<file path="config.mk">
export PLATFORM = sky130hd
export DESIGN_NAME = conf_split_2
export DESIGN_NICKNAME = d
export VERILOG_FILES = /design/src/rtl/conf_split_2.sv
export SDC_FILE = /design/constraint.sdc
export NUM_CORES = 1
export LEC_CHECK = 0
export ABC_AREA = 0
export ABC_CLOCK_PERIOD_IN_PS = 3650
export CORE_MARGIN = 3
export CORE_UTILIZATION = 59
export DETAILED_ROUTE_END_ITERATION = 12
export GPL_ROUTABILITY_DRIVEN = 0
export PLACE_DENSITY = 0.8
export SLEW_MARGIN = 15
export SYNTH_ARGS = -nofsm -noshare
export SYNTH_HDL_FRONTEND = slang
export SYNTH_SLANG_ARGS = --single-unit
</file>
<file path="constraint.sdc">
create_clock -name clk -period 3.65 [get_ports clk]
set_input_delay 0.73 -clock clk [delete_from_list [all_inputs] [get_ports clk]]
set_output_delay 0.73 -clock clk [all_outputs]
set_load 0.01 [all_outputs]
</file>
<file path="src/rtl/conf_split_2.sv">
// Clocked two-way split for the drive/free token protocol: steers each upstream token to one of two
// branches and merges the branch frees back into one upstream free stream. Optional stats: CONF_SPLIT_2_STAT_EN.
module conf_split_2 #(
    parameter int MAX_OUT = 4
`ifdef CONF_SPLIT_2_STAT_EN
    ,
    parameter int CNT_W = 16
`endif
) (
    input  logic clk,
    input  logic rst,
    input  logic i_drive,
    input  logic i_sel,
    output logic o_free,
    output logic o_ready0,
    output logic o_ready1,
    output logic o_drive0,
    input  logic i_free0,
    output logic o_drive1,
    input  logic i_free1,
    output logic o_err
`ifdef CONF_SPLIT_2_STAT_EN
    ,
    output logic [CNT_W-1:0] o_tok0,
    output logic [CNT_W-1:0] o_tok1,
    output logic [CNT_W-1:0] o_rej
`endif
);

    // Counts fit 8 bits for MAX_OUT <= 255; pend holds at most 2*MAX_OUT.
    localparam logic [7:0] MAX_C = 8'(MAX_OUT);

    typedef enum logic {
        IDLE,
        EMIT
    } emit_state_t;

    emit_state_t state, state_next;
    logic [7:0]  cnt0, cnt1, cnt0_next, cnt1_next;
    logic [9:0]  pend, pend_next;
    logic        acc0, acc1, rej, fr0, fr1, bad0, bad1;

    // Accept decisions use the registered ready, so a same-cycle free cannot rescue a full branch.
    always_comb begin
        acc0      = i_drive && !i_sel && o_ready0;
        acc1      = i_drive &&  i_sel && o_ready1;
        rej       = i_drive && !(i_sel ? o_ready1 : o_ready0);
        fr0       = i_free0 && (cnt0 != 8'd0);
        fr1       = i_free1 && (cnt1 != 8'd0);
        bad0      = i_free0 && (cnt0 == 8'd0);
        bad1      = i_free1 && (cnt1 == 8'd0);
        cnt0_next = cnt0 + {7'd0, acc0} - {7'd0, fr0};
        cnt1_next = cnt1 + {7'd0, acc1} - {7'd0, fr1};
    end

    always_ff @(posedge clk) begin
        if (rst) begin
            cnt0     <= 8'd0;
            cnt1     <= 8'd0;
            o_ready0 <= 1'b1;
            o_ready1 <= 1'b1;
            o_drive0 <= 1'b0;
            o_drive1 <= 1'b0;
            o_err    <= 1'b0;
        end else begin
            cnt0     <= cnt0_next;
            cnt1     <= cnt1_next;
            o_ready0 <= (cnt0_next < MAX_C);
            o_ready1 <= (cnt1_next < MAX_C);
            o_drive0 <= acc0;
            o_drive1 <= acc1;
            o_err    <= o_err || rej || bad0 || bad1;
        end
    end

    // Free emitter: state register.
    always_ff @(posedge clk) begin
        if (rst) begin
            state <= IDLE;
            pend  <= 10'd0;
        end else begin
            state <= state_next;
            pend  <= pend_next;
        end
    end

    // Each EMIT cycle retires one pending token while new arrivals are folded in.
    always_comb begin
        pend_next  = pend + {9'd0, fr0} + {9'd0, fr1} - {9'd0, (state == EMIT)};
        state_next = (pend_next != 10'd0) ? EMIT : IDLE;
    end

    always_comb begin
        o_free = (state == EMIT);
    end

`ifdef CONF_SPLIT_2_STAT_EN
    always_ff @(posedge clk) begin
        if (rst) begin
            o_tok0 <= '0;
            o_tok1 <= '0;
            o_rej  <= '0;
        end else begin
            if (acc0) o_tok0 <= o_tok0 + 1'b1;
            if (acc1) o_tok1 <= o_tok1 + 1'b1;
            if (rej && (o_rej != {CNT_W{1'b1}})) o_rej <= o_rej + 1'b1;
        end
    end
`endif

endmodule

</file>
==> results of run 1 <==
## per-stage QoR
step,area [µm²],util [%],cells,hold slack (ps)
4_1_cts,2290,71.9,293,530
5_1_grt,2290,71.9,293,579
3_3_place_gp,2220,69.8,285,514
6_report,2290,71.9,293,529
2_1_floorplan,2060,-,232,519
3_5_place_dp,2220,69.8,285,514
## registers in the layout, summed over array words and instances, names as in the netlist
signal,count
o_free,1
cnt1,8
o_ready0,1
o_drive0,1
o_err,1
cnt0,8
o_drive1,1
pend,10
o_ready1,1
## synthesized netlist by cell type (2+ instances only)
cell	number
and3_1	2
o21bai_1	2
nor2_1	25
o21ai_1	2
nand3b_1	2
nand3_1	2
xor2_1	10
and2_1	4
xnor2_1	9
ha_1	31
nor2b_1	5
nand2_1	8
a21o_1	3
dfxtp_1	32
a221oi_2	2
fa_1	4
nand2b_1	4
a21oi_2	3
a21oi_1	12
o21ai_0	4
clkbuf_1	3
nor3_1	2
mux2i_1	2
inv_1	42
a31oi_1	2
## routing by layer
metal	part of all wire, %	vias to the layer above	track usage [%]	wire [µm]
met3	3.6	4	5.37	124
met4	1.2	0	5.44	41
met2	44	20	30.4	1520
met1	51	702	23.8	1760
met5	0	-	0	0
li1	-	801	-	-
## final cells by class
type                       instances  area share (%)
clock buffer                       6            2.24
tap                               44            2.41
inverter                          42            6.90
sequential                        32            28.0
multi-input combinational        155            54.6
timing repair buffer              12            5.15
clock inverter                     2           0.657
## worst register-to-register path: stages (launching register included)
cell	delay (ps)
dfxtp_1	320
inv_1	70
ha_1	160
nand4b_1	120
o21ai_0	340
inv_1	80
ha_1	270
inv_1	50
ha_1	150
inv_1	50
fa_1	390
nand2b_1	170
a21oi_1	180
o21ai_1	110
mux2i_1	150
o311ai_1	140
a2111oi_2	290
## final timing paths
path              cells past startpoint                  end
setup / recovery                     16  o_ready1$_SDFF_PP1_
hold / removal                        2  o_drive1$_SDFF_PP0_
setup reg to reg                     16  o_ready1$_SDFF_PP1_
hold reg to reg                       2  o_drive1$_SDFF_PP0_
## kinds of logic after synthesis
logic type,count (synthesis),synth area share [%]
AND/OR/NAND/NOR,60,14.5
buffers and inverters,45,8.21
AO/OA/AOI/OAI,39,14.3
adder cells (fa/ha/maj),35,22.7
flip-flops,32,31.1
XOR/XNOR,19,8.09
multiplexers,2,0.973
==> flow_metrics.py, run 1 <==
metrics = {
    "grt": {
        "track_usage_pct": 18.6,
        "overflow": 0,
        "grt_max_degree": 18,
        "antenna_found_initial": 0,
        "grt_pass1_vias": 1453,
        "grt_pass1_wl_um": 6070,
    },
    "clock_tree": {
        "numCtsBuffers": 5,
        "ctsResizeCount": 0,
        "clock_latency_ps": 330,
        "clock_path_buffers": 2,
        "holdBufCountCts": 0,
        "h-tree-depth": 2,
        "cts_root_buffer": "clkbuf_4",
        "cts.sinks": 32,
        "path_clk_slew_ps": 100,
        "cts_tree": "built",
        "cts_setup_buffers": 0,
    },
    "layout": {
        "layout.cells.most_common": "inv_1",
        "final-seq-area_um2": 641,
        "layout-drive-gt1-share_pct": 7.23,
        "area_delta_synth_final_pct": 11.1,
        "nNetsFinal": 289,
        "multi_input_area_um2": 1250,
        "nFillCells": 254,
        "antenna_cells": 0,
        "mostFrequentLayoutCells": "inv_1 (42), dfxtp_1 (32), ha_1 (31)",
    },
    "sta": {
        "slew_headroom_pct": 58.8,
        "layout_setup_ws_ps": 498,
        "skew_ps": 9.97,
        "max_freq_ghz": 0.317,
        "fin_setup_tns_ps": 0,
        "slew_viol_final": 0,
        "rsz0062_at_grt": "false",
        "setup_violations": 0,
        "period_share_pct": 86.3,
        "finalCriticalPeriod_ps": 3150,
        "hold_viol_final": 0,
        "tightest_slew_ps": 616,
    },
    "critical_path": {
        "required_ps": 3890,
        "cp.arrival_ps": 3390,
        "start_kind": "register",
        "crit_fanout": 2,
        "r2r_slack_ps": 500,
        "r2r-start": "cnt1[4]$_SDFF_PP0_",
        "crit_chain": "inv_1, ha_1, nand4b_1, o21ai_0, inv_1, ha_1, inv_1, ha_1, inv_1, fa_1, nand2b_1, a21oi_1, o21ai_1, mux2i_1, o311ai_1, a2111oi_2",
        "cpPeakStageDelay_ps": 390,
        "crit_slowest_cell": "fa_1",
        "startpoint": "cnt1[4]$_SDFF_PP0_",
        "cp_top_family": "compound AO/OA/AOI/OAI gates",
        "cp.buffers_inverters": 4,
        "end_kind": "register",
        "path_class": "reg -> reg",
        "path_common_cell": "inv_1",
    },
    "yosys": {
        "synth_ff_type": "dfxtp_1",
        "synth_area_um2": 2060,
        "syn_nets": 273,
        "synthArstFlopShare_pct": 0,
        "syn_area_per_cell_um2": 8.87,
        "yosysSeqAreaShare_pct": 31.1,
        "ys_warn_count": 0,
        "synth.distinct_cells": 40,
        "syn_inst": 232,
        "synth.largest_area_cell": "dfxtp_1",
        "synth_top_cell_area_share_pct": 31.1,
        "synth-seq-cells": 32,
        "synth.area.top_cells": "dfxtp_1 (31%), ha_1 (19%), inv_1 (7.7%), nor2_1 (4.6%), xor2_1 (4.3%)",
        "synth_edf_count": 0,
    },
    "worst_hold_path": {
        "hp-start": "o_ready1$_SDFF_PP1_",
        "hold_path_class": "reg -> reg",
    },
    "route": {
        "routedWlPerCell_um": 11.8,
        "vias_per_cell": 5.21,
        "routed_wl_um": 3440,
        "dr.first_iter.drc_count": 58,
        "first_pass_iters": 4,
        "route.detailed.drc": 0,
        "antenna_left": 0,
        "vias": 1527,
    },
    "die": {
        "core-area_um2": 3180,
        "die_area_um2": 4230,
        "rows": 20,
        "die_h_um": 65.1,
        "io_pins": 12,
        "initial_utilization_pct": 64.8,
        "fp.dieW_um": 65.1,
    },
    "place": {
        "dp_slack_ps": 150,
        "port_buffers": 11,
        "dp_hpwl_um": 2850,
    },
    "run": {
        "maxCapViolations": 0,
    },
    "status": {
        "status": "finished, final reports clean",
    },
}
Power of run 1 is not shown: default switching activity piles up to over one toggle a cycle in this logic, so the estimate is an artifact.
==> inputs of run 2 (changes only) <==
--- a/config.mk
+++ b/config.mk
@@ -11,6 +11,7 @@
 export CORE_UTILIZATION = 59
 export DETAILED_ROUTE_END_ITERATION = 12
 export GPL_ROUTABILITY_DRIVEN = 0
+export GPL_TIMING_DRIVEN = 0
 export PLACE_DENSITY = 0.8
 export SLEW_MARGIN = 15
 export SYNTH_ARGS = -nofsm -noshare
==> flow_metrics.py, run 2 (synthesis results as in run 1) <==
metrics = {
    "route": {
        "first_pass_iters": 4,
        "dr.first_iter.drc_count": 80,
        "vias_per_cell": 5.22,
        "antenna_left": 0,
        "vias": 1540,
        "routed_wl_um": 3730,
        "route.detailed.drc": 0,
        "routedWlPerCell_um": 12.6,
    },
    "critical_path": {
        "cp.buffers_inverters": 3,
        "cp.arrival_ps": 3460,
        "crit_chain": "clkdlybuf4s50_1, nand3_1, ha_1, inv_1, ha_1, inv_1, fa_1, nand2b_1, a21oi_1, o21ai_1, mux2i_1, o311ai_1, a2111oi_2",
        "cp.depth": 13,
        "path_class": "in -> reg",
        "end_kind": "register",
        "start_kind": "input port",
        "rr_endpoint": "o_ready1$_SDFF_PP1_",
        "required_ps": 3880,
        "crit_fanout": 3,
        "crit_slowest_cell": "clkdlybuf4s50_1",
        "r2r-start": "cnt1[2]$_SDFF_PP0_",
        "r2r_slack_ps": 470,
        "cp_top_family": "adder cells",
        "cpPeakStageDelay_ps": 510,
        "reg2reg_depth": 16,
    },
    "clock_tree": {
        "cts.sinks": 32,
        "clock_latency_ps": 330,
        "path_clk_slew_ps": 100,
        "ctsResizeCount": 0,
        "holdBufCountCts": 0,
        "cts_root_buffer": "clkbuf_4",
        "h-tree-depth": 2,
        "cts_tree": "built",
        "numCtsBuffers": 5,
        "clock_path_buffers": 2,
        "cts_setup_buffers": 0,
    },
    "layout": {
        "final_core_util_pct": 71.8,
        "nNetsFinal": 291,
        "largest_reg_flops": 10,
        "area_delta_synth_final_pct": 10.9,
        "antenna_cells": 0,
        "layout.cells.most_common": "inv_1",
        "largest-register": "pend",
        "layout-drive-gt1-share_pct": 5.98,
        "mostFrequentLayoutCells": "inv_1 (42), dfxtp_1 (32), ha_1 (31)",
        "top_regs": "pend: 10 flops, cnt0: 8 flops, cnt1: 8 flops",
    },
    "sta": {
        "hold_viol_final": 0,
        "tightest_slew_ps": 523,
        "rsz0062_at_grt": "false",
        "slew_headroom_pct": 65.2,
        "period_share_pct": 88.3,
        "setup_violations": 0,
        "whs_ps": 559,
        "skew_ps": 5.69,
        "max_freq_ghz": 0.310,
        "fin_setup_tns_ps": 0,
        "finalCriticalPeriod_ps": 3220,
        "layout_setup_ws_ps": 427,
        "slew_viol_final": 0,
    },
    "die": {
        "fp.dieW_um": 65.1,
        "die_h_um": 65.1,
        "initial_utilization_pct": 64.8,
        "core-area_um2": 3180,
        "die_area_um2": 4230,
        "io_pins": 12,
        "rows": 20,
    },
    "place": {
        "dp_hpwl_um": 3020,
        "port_buffers": 11,
        "dp_slack_ps": 105,
    },
    "status": {
        "status": "finished, final reports clean",
    },
    "grt": {
        "antenna_found_initial": 0,
        "track_usage_pct": 21.0,
        "overflow": 0,
        "grt_pass1_vias": 1579,
        "grt_max_degree": 11,
        "grt_pass1_wl_um": 6760,
    },
    "worst_hold_path": {
        "hold_path_class": "reg -> reg",
        "hp-start": "o_ready0$_SDFF_PP1_",
        "min_delay_path_depth": 2,
        "whs_endpoint": "o_drive0$_SDFF_PP0_",
    },
    "run": {
        "maxCapViolations": 0,
    },
}
## run 2: cell type report
| class | instances | area (µm²) |
|---|---|---|
| inverter | 42 | 158 |
| fill | 273 | 896 |
| timing repair buffer | 11 | 110 |
| buffer | 3 | 11.3 |
| sequential | 32 | 641 |
| multi-input combinational | 155 | 1250 |
| clock buffer | 8 | 58.8 |
| tap | 44 | 55.1 |
## run 2: how the worst max path moves through the flow
| stage | slack, ps | startpoint | endpoint |
|---|---|---|---|
| after floorplan | 800 | cnt1[2]$_SDFF_PP0_ | o_ready1$_SDFF_PP1_ |
| after global placement | 110 | i_free0 | o_free$_SDFF_PP0_ |
| after detailed placement | 100 | i_sel | o_ready1$_SDFF_PP1_ |
| after CTS | 440 | i_sel | o_ready1$_SDFF_PP1_ |
| after global routing | 140 | cnt1[2]$_SDFF_PP0_ | o_ready1$_SDFF_PP1_ |
| final | 430 | i_sel | o_ready1$_SDFF_PP1_ |
## run 2: layer usage
| layer | GRT usage, % | wire length [µm] |
|---|---|---|
| met1 | 24.3 | 1830 |
| met2 | 35.2 | 1690 |
| met3 | 6.76 | 129 |
| met4 | 9.07 | 81 |
| met5 | 0 | 0 |
## run 2: worst reg2reg max path, cell delays in order (launching register included)
cell and delay, ps:
dfxtp_1 330, inv_1 80, ha_1 150, nand4b_1 110
o21ai_0 300, inv_1 80, ha_1 270, inv_1 60
ha_1 160, inv_1 50, fa_1 390, nand2b_1 160
a21oi_1 180, o21ai_1 120, mux2i_1 190, o311ai_1 150
a2111oi_2 300
## run 2: stage by stage
stage,instance area (µm²),std cells
global route,2280,295
floorplan,2060,232
global placement,2220,287
detailed placement,2220,287
finish,2280,295
CTS,2280,295
Power of run 2 is left out for the same reason.
